### src/rtl/alu_exec_unit.sv
// alu_exec_unit: execute stage behind the operand-select logic.
// Takes an operand pair and op code under a valid/ready handshake, computes
// the result with carry/zero/sign flags, and holds them under a second
// valid/ready handshake until writeback/branch logic takes them.
// Shifts run one bit per cycle by default.
// Build option: define FAST_SHIFT_EN for a single-cycle barrel shifter.
// Results and flags are identical in both builds; only timing differs.
module alu_exec_unit #(
  parameter int WIDTH = 32,
  parameter int SHW   = 5
) (
  input  logic             clk,
  input  logic             rst,
  input  logic             in_valid,
  output logic             in_ready,
  input  logic [3:0]       op,
  input  logic [WIDTH-1:0] input1,
  input  logic [WIDTH-1:0] input2,
  output logic             out_valid,
  input  logic             out_ready,
  output logic [WIDTH-1:0] result,
  output logic             carry,
  output logic             zero,
  output logic             sign
);

  typedef enum logic [1:0] {IDLE, SHIFT, DONE} state_t;

  localparam logic [3:0] OP_ADD  = 4'd0;
  localparam logic [3:0] OP_COMP = 4'd1;
  localparam logic [3:0] OP_AND  = 4'd2;
  localparam logic [3:0] OP_XOR  = 4'd3;
  localparam logic [3:0] OP_SHLL = 4'd4;
  localparam logic [3:0] OP_SHRL = 4'd5;
  localparam logic [3:0] OP_SHRA = 4'd6;

  state_t           state_q, state_d;
  logic [3:0]       op_q, op_d;
  logic [SHW-1:0]   cnt_q, cnt_d;
  logic [WIDTH-1:0] result_q, result_d;
  logic             carry_q, carry_d;
  logic             zero_q, zero_d;
  logic             sign_q, sign_d;

  logic             accept;
  logic [SHW-1:0]   amt;
  logic [WIDTH:0]   wide;

  assign in_ready  = (state_q == IDLE) || ((state_q == DONE) && out_ready);
  assign out_valid = (state_q == DONE);
  assign accept    = in_valid && in_ready;
  assign amt       = input2[SHW-1:0];

  // Next-state, work register (result_q doubles as the shift register) and flags
  always_comb begin
    state_d  = state_q;
    op_d     = op_q;
    cnt_d    = cnt_q;
    result_d = result_q;
    carry_d  = carry_q;
    zero_d   = zero_q;
    sign_d   = sign_q;
    wide     = '0;

    if (state_q == DONE && out_ready) state_d = IDLE;

    if (state_q == SHIFT) begin
      case (op_q)
        OP_SHLL: {carry_d, result_d} = {result_q, 1'b0};
        OP_SHRL: {result_d, carry_d} = {1'b0, result_q};
        default: {result_d, carry_d} = {result_q[WIDTH-1], result_q};
      endcase
      cnt_d = cnt_q - SHW'(1);
      if (cnt_q == SHW'(1)) state_d = DONE;
    end

    // A new op overrides the DONE->IDLE drain: the old result is consumed
    if (accept) begin
      op_d    = op;
      state_d = DONE;
      carry_d = 1'b0;
      case (op)
        OP_ADD: begin
          wide = {1'b0, input1} + {1'b0, input2};
          {carry_d, result_d} = wide;
        end
        OP_COMP: begin
          result_d = (~input2) + WIDTH'(1);
          carry_d  = (input2 == '0);
        end
        OP_AND: result_d = input1 & input2;
        OP_XOR: result_d = input1 ^ input2;
        OP_SHLL, OP_SHRL, OP_SHRA: begin
          result_d = input1;
          if (amt != '0) begin
`ifdef FAST_SHIFT_EN
            // One guard bit beside the operand catches the last bit shifted out
            case (op)
              OP_SHLL: begin
                wide = {1'b0, input1} << amt;
                {carry_d, result_d} = wide;
              end
              OP_SHRL: begin
                wide = {input1, 1'b0} >> amt;
                {result_d, carry_d} = wide;
              end
              default: begin
                wide = $signed({input1, 1'b0}) >>> amt;
                {result_d, carry_d} = wide;
              end
            endcase
`else
            cnt_d   = amt;
            state_d = SHIFT;
`endif
          end
        end
        default: result_d = input1;
      endcase
    end

    // Flags track the result only once it is final
    if (state_d == DONE) begin
      zero_d = (result_d == '0);
      sign_d = result_d[WIDTH-1];
    end
  end

  // State and datapath registers
  always_ff @(posedge clk or posedge rst) begin
    if (rst) begin
      state_q  <= IDLE;
      op_q     <= '0;
      cnt_q    <= '0;
      result_q <= '0;
      carry_q  <= 1'b0;
      zero_q   <= 1'b0;
      sign_q   <= 1'b0;
    end else begin
      state_q  <= state_d;
      op_q     <= op_d;
      cnt_q    <= cnt_d;
      result_q <= result_d;
      carry_q  <= carry_d;
      zero_q   <= zero_d;
      sign_q   <= sign_d;
    end
  end

  assign result = result_q;
  assign carry  = carry_q;
  assign zero   = zero_q;
  assign sign   = sign_q;

endmodule

### config.mk
export PLATFORM = sky130hd
export DESIGN_NAME = alu_exec_unit
export DESIGN_NICKNAME = d
export VERILOG_FILES = /design/src/rtl/alu_exec_unit.sv
export SDC_FILE = /design/constraint.sdc
export NUM_CORES = 1
export LEC_CHECK = 0
export ABC_AREA = 1
export BUFFER_PORTS_ARGS = -buffer_cell sky130_fd_sc_hd__buf_2
export CORE_ASPECT_RATIO = 0.5
export CORE_MARGIN = 5
export CORE_UTILIZATION = 45
export DETAILED_ROUTE_END_ITERATION = 6
export GPL_ROUTABILITY_DRIVEN = 1
export HOLD_SLACK_MARGIN = 0.15
export PLACE_DENSITY_LB_ADDON = 0.08
export SLEW_MARGIN = 10
export SYNTH_ARGS = -nofsm -noshare
export SYNTH_HDL_FRONTEND = slang
export SYNTH_SLANG_ARGS = --single-unit
### constraint.sdc
create_clock -name clk -period 1.9 [get_ports clk]
set_input_delay 0.19 -clock clk [delete_from_list [all_inputs] [get_ports clk]]
set_output_delay 0.19 -clock clk [all_outputs]
set_load 0.02 [all_outputs]
# After elaboration in Yosys (flattened, before gate mapping)
# Cells that the tools add are included.
[op_classes]
bitwise = 3
addsub = 3
n_reduce_logical = 10
n_eq_ne = 12
n_mux = 18
[op_table]
columns = ["operator", "n"]
rows = [
  ["32-bit case mux with 4 select lines", 1],
  ["32-bit zero test", 2],
  ["32-bit two-way mux", 2],
  ["32-bit case mux with 2 select lines", 1],
  ["32-bit by 32-bit adder with 33-bit output", 1],
  ["32-bit by 1-bit adder with 32-bit output (second input constant)", 1],
  ["32-bit bitwise AND", 1],
  ["32-bit inverter", 1],
  ["32-bit XOR", 1],
  ["4-bit by 3-bit equality test with 1-bit output (second input constant)", 5],
  ["5-bit two-way mux", 4],
  ["2-bit two-way mux", 6],
  ["4-bit by 2-bit equality test with 1-bit output (second input constant)", 2],
  ["5-bit by 1-bit equality test with 1-bit output (second input constant)", 1],
  ["5-bit nonzero test", 1],
  ["5-bit by 1-bit subtractor with 5-bit output (second input constant)", 1],
  ["2-bit equality test (second input constant)", 2],
  ["4-bit by 1-bit equality test with 1-bit output (second input constant)", 1],
  ["4-bit zero test", 1],
  ["1-bit two-way mux", 3],
  ["3-bit OR reduction", 1],
  ["2-bit by 1-bit equality test with 1-bit output (second input constant)", 1],
  ["1-bit logical AND", 2],
  ["2-bit zero test", 1],
  ["other kinds (3)", 3],
]
[totals]
elab_cells = 53
in_bits = 72
regBits = 46
out_inout_bits = 37

# Longest topological paths before layout
[depth]
depth_word = 7
mapped_depth = 21
ltp_nobuf = 21

# Least setup slack after synthesis
# Ideal clock, no wire load.
[synth_timing]
path_kind = "input -> register"
startpoint = "input input1[0]"
endpoint = "register zero_q (netlist: zero)"
t_required_ns = 1.835
path_buffers = 0
slack_ns = -0.172
t_arrival_ns = 2.007
setup_ns = 0.065
cell_stages = 20
path_cell_list = "ha_1 > inv_1 > fa_1 > inv_1 > nand3_1 > nand3_1 > nand2_1 > nand2_1 > nand2_1 > nand3_1 > nand2_1 > nand3_1 > nand2_1 > nand2_2 > nand2_4 > nor2_2 > nand2_1 > nor2_1 > nand4_1 > nand2_1"
[synth_between]
elab_chain_len = 4
word_cells_on_any_way = 6
classes_between = "add/sub (1); mux (2); bitwise (2); reduce/logical (1)"
[synth_rtl]
columns = ["element", "line_no", "rtl"]
rows = [
  ["from (decl)", "17", "input logic [WIDTH-1:0] input1,"],
  ["32-bit by 32-bit adder with 33-bit output", "84", "wide = {1'b0, input1} + {1'b0, input2};"],
  ["32-bit case mux with 4 select lines", "82", "case (op)"],
  ["32-bit two-way mux", "78", "if (accept) begin"],
  ["named net result_d[24]", "40", "logic [WIDTH-1:0] result_q, result_d;"],
  ["32-bit zero test", "124", "zero_d = (result_d == '0);"],
  ["to (signal assigned)", "145", "zero_q <= zero_d;"],
  ["to (decl)", "42", "logic zero_q, zero_d;"],
]
# The timed path passes the listed nets, and every way through them passes these cells.
# A chain may end at the register's enable or synchronous reset.

# Final worst setup path
[layout_timing]
startpoint = "input input2[3]"
endpoint = "register zero_q (netlist: zero)"
[layout_between]
elab_chain_len = 5
word_cells_on_any_way = 13
classes_between = "add/sub (2); eq/ne (1); mux (5); bitwise (3); reduce/logical (2)"
[layout_rtl]
columns = ["element", "line_no", "rtl"]
rows = [
  ["from (decl)", "18", "input logic [WIDTH-1:0] input2,"],
  ["32-bit inverter", "88", "result_d = (~input2) + WIDTH'(1);"],
  ["32-bit by 1-bit adder with 32-bit output", "88", ""],
  ["32-bit case mux with 4 select lines (*)", "82", ""],
  ["32-bit two-way mux (*)", "78", ""],
  ["named net result_d[29]", "40", ""],
  ["32-bit zero test (*)", "124", ""],
]
# The timed path passes the listed nets; every way through them passes the cells marked *.

==> impl_metrics.yaml <==
timing:
  relSlewSlack: 0.655
  hold_slack_ns: 0.230
  clock.fmax_mhz: 460
  timing.final.setup_violations: 2
  finalClockSkew_ns: 0.00368
  hold_viol: 0
  grt_setup_unrepaired: "true"
  post-route-period-util: 1.14
  worst_max_slew_pin_slew_ns: 0.518
  timing_max_transition_violations_final: 0
  setup_slack_ns: -0.272
  layout_min_cycle_time_ns: 2.17
  fin_tns_setup_ns: -0.316
logic_synthesis:
  synthDominantAreaCellType: "nand2_1"
  yosys_warnings: 0
  synth_ff_type: "dfrtp_1"
  ys_seq_area_frac: 0.153
  asyncSetResetFlopFracSynth: 1.00
  top_cells_by_area_in_the_synthesized_netlist: "nand2_1, dfrtp_1, inv_1, nor2_1, nand3_1"
  number_of_standard_cells_after_synthesis: 1398
  ys_seq_elements: 46
  syn-cell-area_um2: 7510
  synth_top_area_share: 0.219
  synth_edf_count: 0
  synthesis.area_per_instance_um2: 5.37
  ys_types: 44
  synth_fp_nets: 1507
clock_tree:
  cts_max_path_buffers: 2
  tritoncts: "done"
  numCtsBuffers: 5
  cts_root_buf: "clkbuf_16"
  clock_latency_ns: 0.29
  clock_slew_at_the_register_clock_pins_of_the_worst_setup_and_hold_paths_ns: 0.07
  clock_h_tree_levels: 2
  cts.sinks: 46
floorplan:
  floorplan.die.height_um: 101
  number_of_cell_rows: 33
  design.die.area_um2: 19500
  floorplan.die.width_um: 193
  ioPinCount: 109
  placeableCoreArea_um2: 16400
  start_util: 0.458
cells_and_area:
  stdcell_count: 1985
  antenna_diode_count: 0
  fraction_of_layout_cells_with_a_size_suffix_above_1: 0.327
  syn_to_final_growth_pct: 48.0
  fin_nets: 1866
  most-common-layout-cells: "nand2_1, buf_4, inv_1"
  most_common_cell_after_layout_fill_and_taps_aside: "nand2_1"
worst_setup_path:
  slowest_stage_cell_crit_path: "ha_4"
  reg2regPathDepth: 14
  timing.setup.critical_path_class: "input pin to flop"
  critPathMaxStageDelay_ns: 0.30
  cp-end-kind: "flop"
  crit_path_cell_trace: "buf_2 > ha_4 > nand2_1 > nor2_2 > nand2_1 > nand3_2 > nand2_1 > nand2_2 > nand2_2 > nand2_1 > nand2_1 > nand3_1 > nand2_1 > nand2_2 > nand2_1 > nor2_1 > nand2_1 > nor2_2 > nand4_1 > nand2_1"
  reg2reg_to: "zero$_DFFE_PP0N_"
  crit_arrival_ns: 2.40
  critical_path.most_common_cell: "nand2_1"
  worst-path-max-fanout: 5
  regToRegSetupSlack_ns: -0.22
  cp_startpoint_kind: "input pin"
  regToRegStartpoint: "op_q[0]$_DFFE_PP0P_"
  worstPathRequired_ns: 2.13
routing:
  vias_per_cell: 5.37
  postRouteAntennaNets: 0
  vias: 10700
  drt_first_pass_iters: 5
  routed_wire_length_per_instance_um: 17.9
  drc_violation_count_after_routing: 0
  postRouteWirelength_um: 35600
  drtIter0Drc: 1193
power_and_ir_drop:
  static_leakage_uw: 0.00612
  power.density_cell_area_nw_per_um2: 869
  share_comb_of_total_power: 0.706
  power.share.clock: 0.092
  switching_share: 0.507
  sequentialPowerShare: 0.202
  vdd_ir_max_mv: 1.06
  total_switching_power_uw: 4900
  intPower_uw: 4760
place:
  placed_cells: 1973
  routabilityCongestion: 1.05
  port_buffers: 108
  place.detailed.hpwl_um: 29700
worst_hold_path:
  holdPathEnd: "op_q[3]$_DFFE_PP0P_"
  min-delay-path-class: "input pin to flop"
  worstHoldStart: "op[3]"
  worstHoldPathCells: 3
grt:
  globalRouteTotalUtil: 0.352
  grt_pass1_vias: 9694
  initial_antenna_violation_count: 0
  grt_start_max_net_pins: 40
  gr-total-overflow: 0
  grt_pass1_wl_um: 53300
run_status:
  failing_checks: "setup timing"
  run_status: "finished, violations left"
flow_run:
  cap_violations: 0
how the worst max path moves through the flow:
stage	startpoint	end	cells after the start
after floorplan	input1[0]	zero$_DFFE_PP0N_	20
after global placement	input1[3]	zero$_DFFE_PP0N_	20
after detailed placement	input1[3]	zero$_DFFE_PP0N_	20
after CTS	input1[0]	zero$_DFFE_PP0N_	18
after global routing	input2[5]	zero$_DFFE_PP0N_	23
final	input2[3]	zero$_DFFE_PP0N_	20
cells by family after synthesis:
family / count (synthesis) / synth area share
simple gates: 885 / 0.519
buf+inv: 273 / 0.146
xor+xnor: 2 / 0.00233
fa+ha+maj: 37 / 0.0626
flops: 46 / 0.153
compound gates: 155 / 0.116
through the flow:
stage          instance area [um2]  worst slack, ns  utilization  total power, uW
5_1_grt                      11100           -0.417        0.678            10300
3_5_place_dp                 10400           -0.832        0.633             8320
2_1_floorplan                 7550        -0.000110            -             5510
4_1_cts                      10800           -0.243        0.658             9370
6_report                     11100           -0.272        0.678             9650
3_3_place_gp                 10400           -0.838        0.633             8160
cells in the mapped netlist, types with 6 or more instances:
cell type  count
nand3b_1       6
nor2_2        18
nor2_1       217
nand4_1       21
inv_2         11
a221oi_1       9
dfrtp_1       46
nor3_1         6
nor2_4         9
nand2_1      439
nand2_2       16
nand2_4        7
a21oi_1       63
o21ai_0       55
inv_1        225
clkbuf_1      15
o221ai_1       8
buf_2          8
ha_1          36
nand3_1      127
power groups by stage:
stage | clock [uW] | combinational [uW] | sequential, uW
2_1_floorplan | 0 | 3260 | 2250
6_report | 890 | 6810 | 1950
5_1_grt | 934 | 7390 | 2000
3_5_place_dp | 0 | 6380 | 1940
3_3_place_gp | 0 | 6250 | 1910
4_1_cts | 895 | 6550 | 1930
state kept, by name (all words and copies together) (netlist names):
signal   count
result      32
cnt_q        5
op_q         4
state_q      2
carry        1
sign         1
zero         1
worst max-delay path, delay by kind of cell:
kind,cells,cell delay (ns)
adder cells (fa/ha/maj),1,0.30
AND/OR/NAND/NOR,18,1.77
buffers and inverters,1,0.13
repair_timing:
action | 4_1_cts | 5_1_grt
hold endpoints to repair | 7 | 0
gates resized for setup | 56 | 62
hold buffers | 1 | 0
cloned | 0 | 0
setup endpoints to repair | 9 | 12
pin swaps | 5 | 15
buffers inserted | 1 | 2
cell type report:
cell class | instances | area, um2
fill | 1533 | 5280
timing repair buffer | 386 | 2790
inverter | 239 | 897
tap | 227 | 284
clock buffer | 5 | 125
multi-input combinational | 1079 | 5840
clock inverter | 3 | 23.8
sequential | 46 | 1150
per-layer routing:
metal / global-route usage / wire length [um] / vias up / share of wire
li1: - / - / 5113 / -
met1: 0.522 / 16100 / 4859 / 0.45
met2: 0.529 / 14400 / 615 / 0.40
met3: 0.0751 / 4280 / 65 / 0.12
met4: 0.0706 / 837 / 0 / 0.024
met5: 0 / 0 / - / 0
No activity file was read; power rests on OpenSTA's default activity.
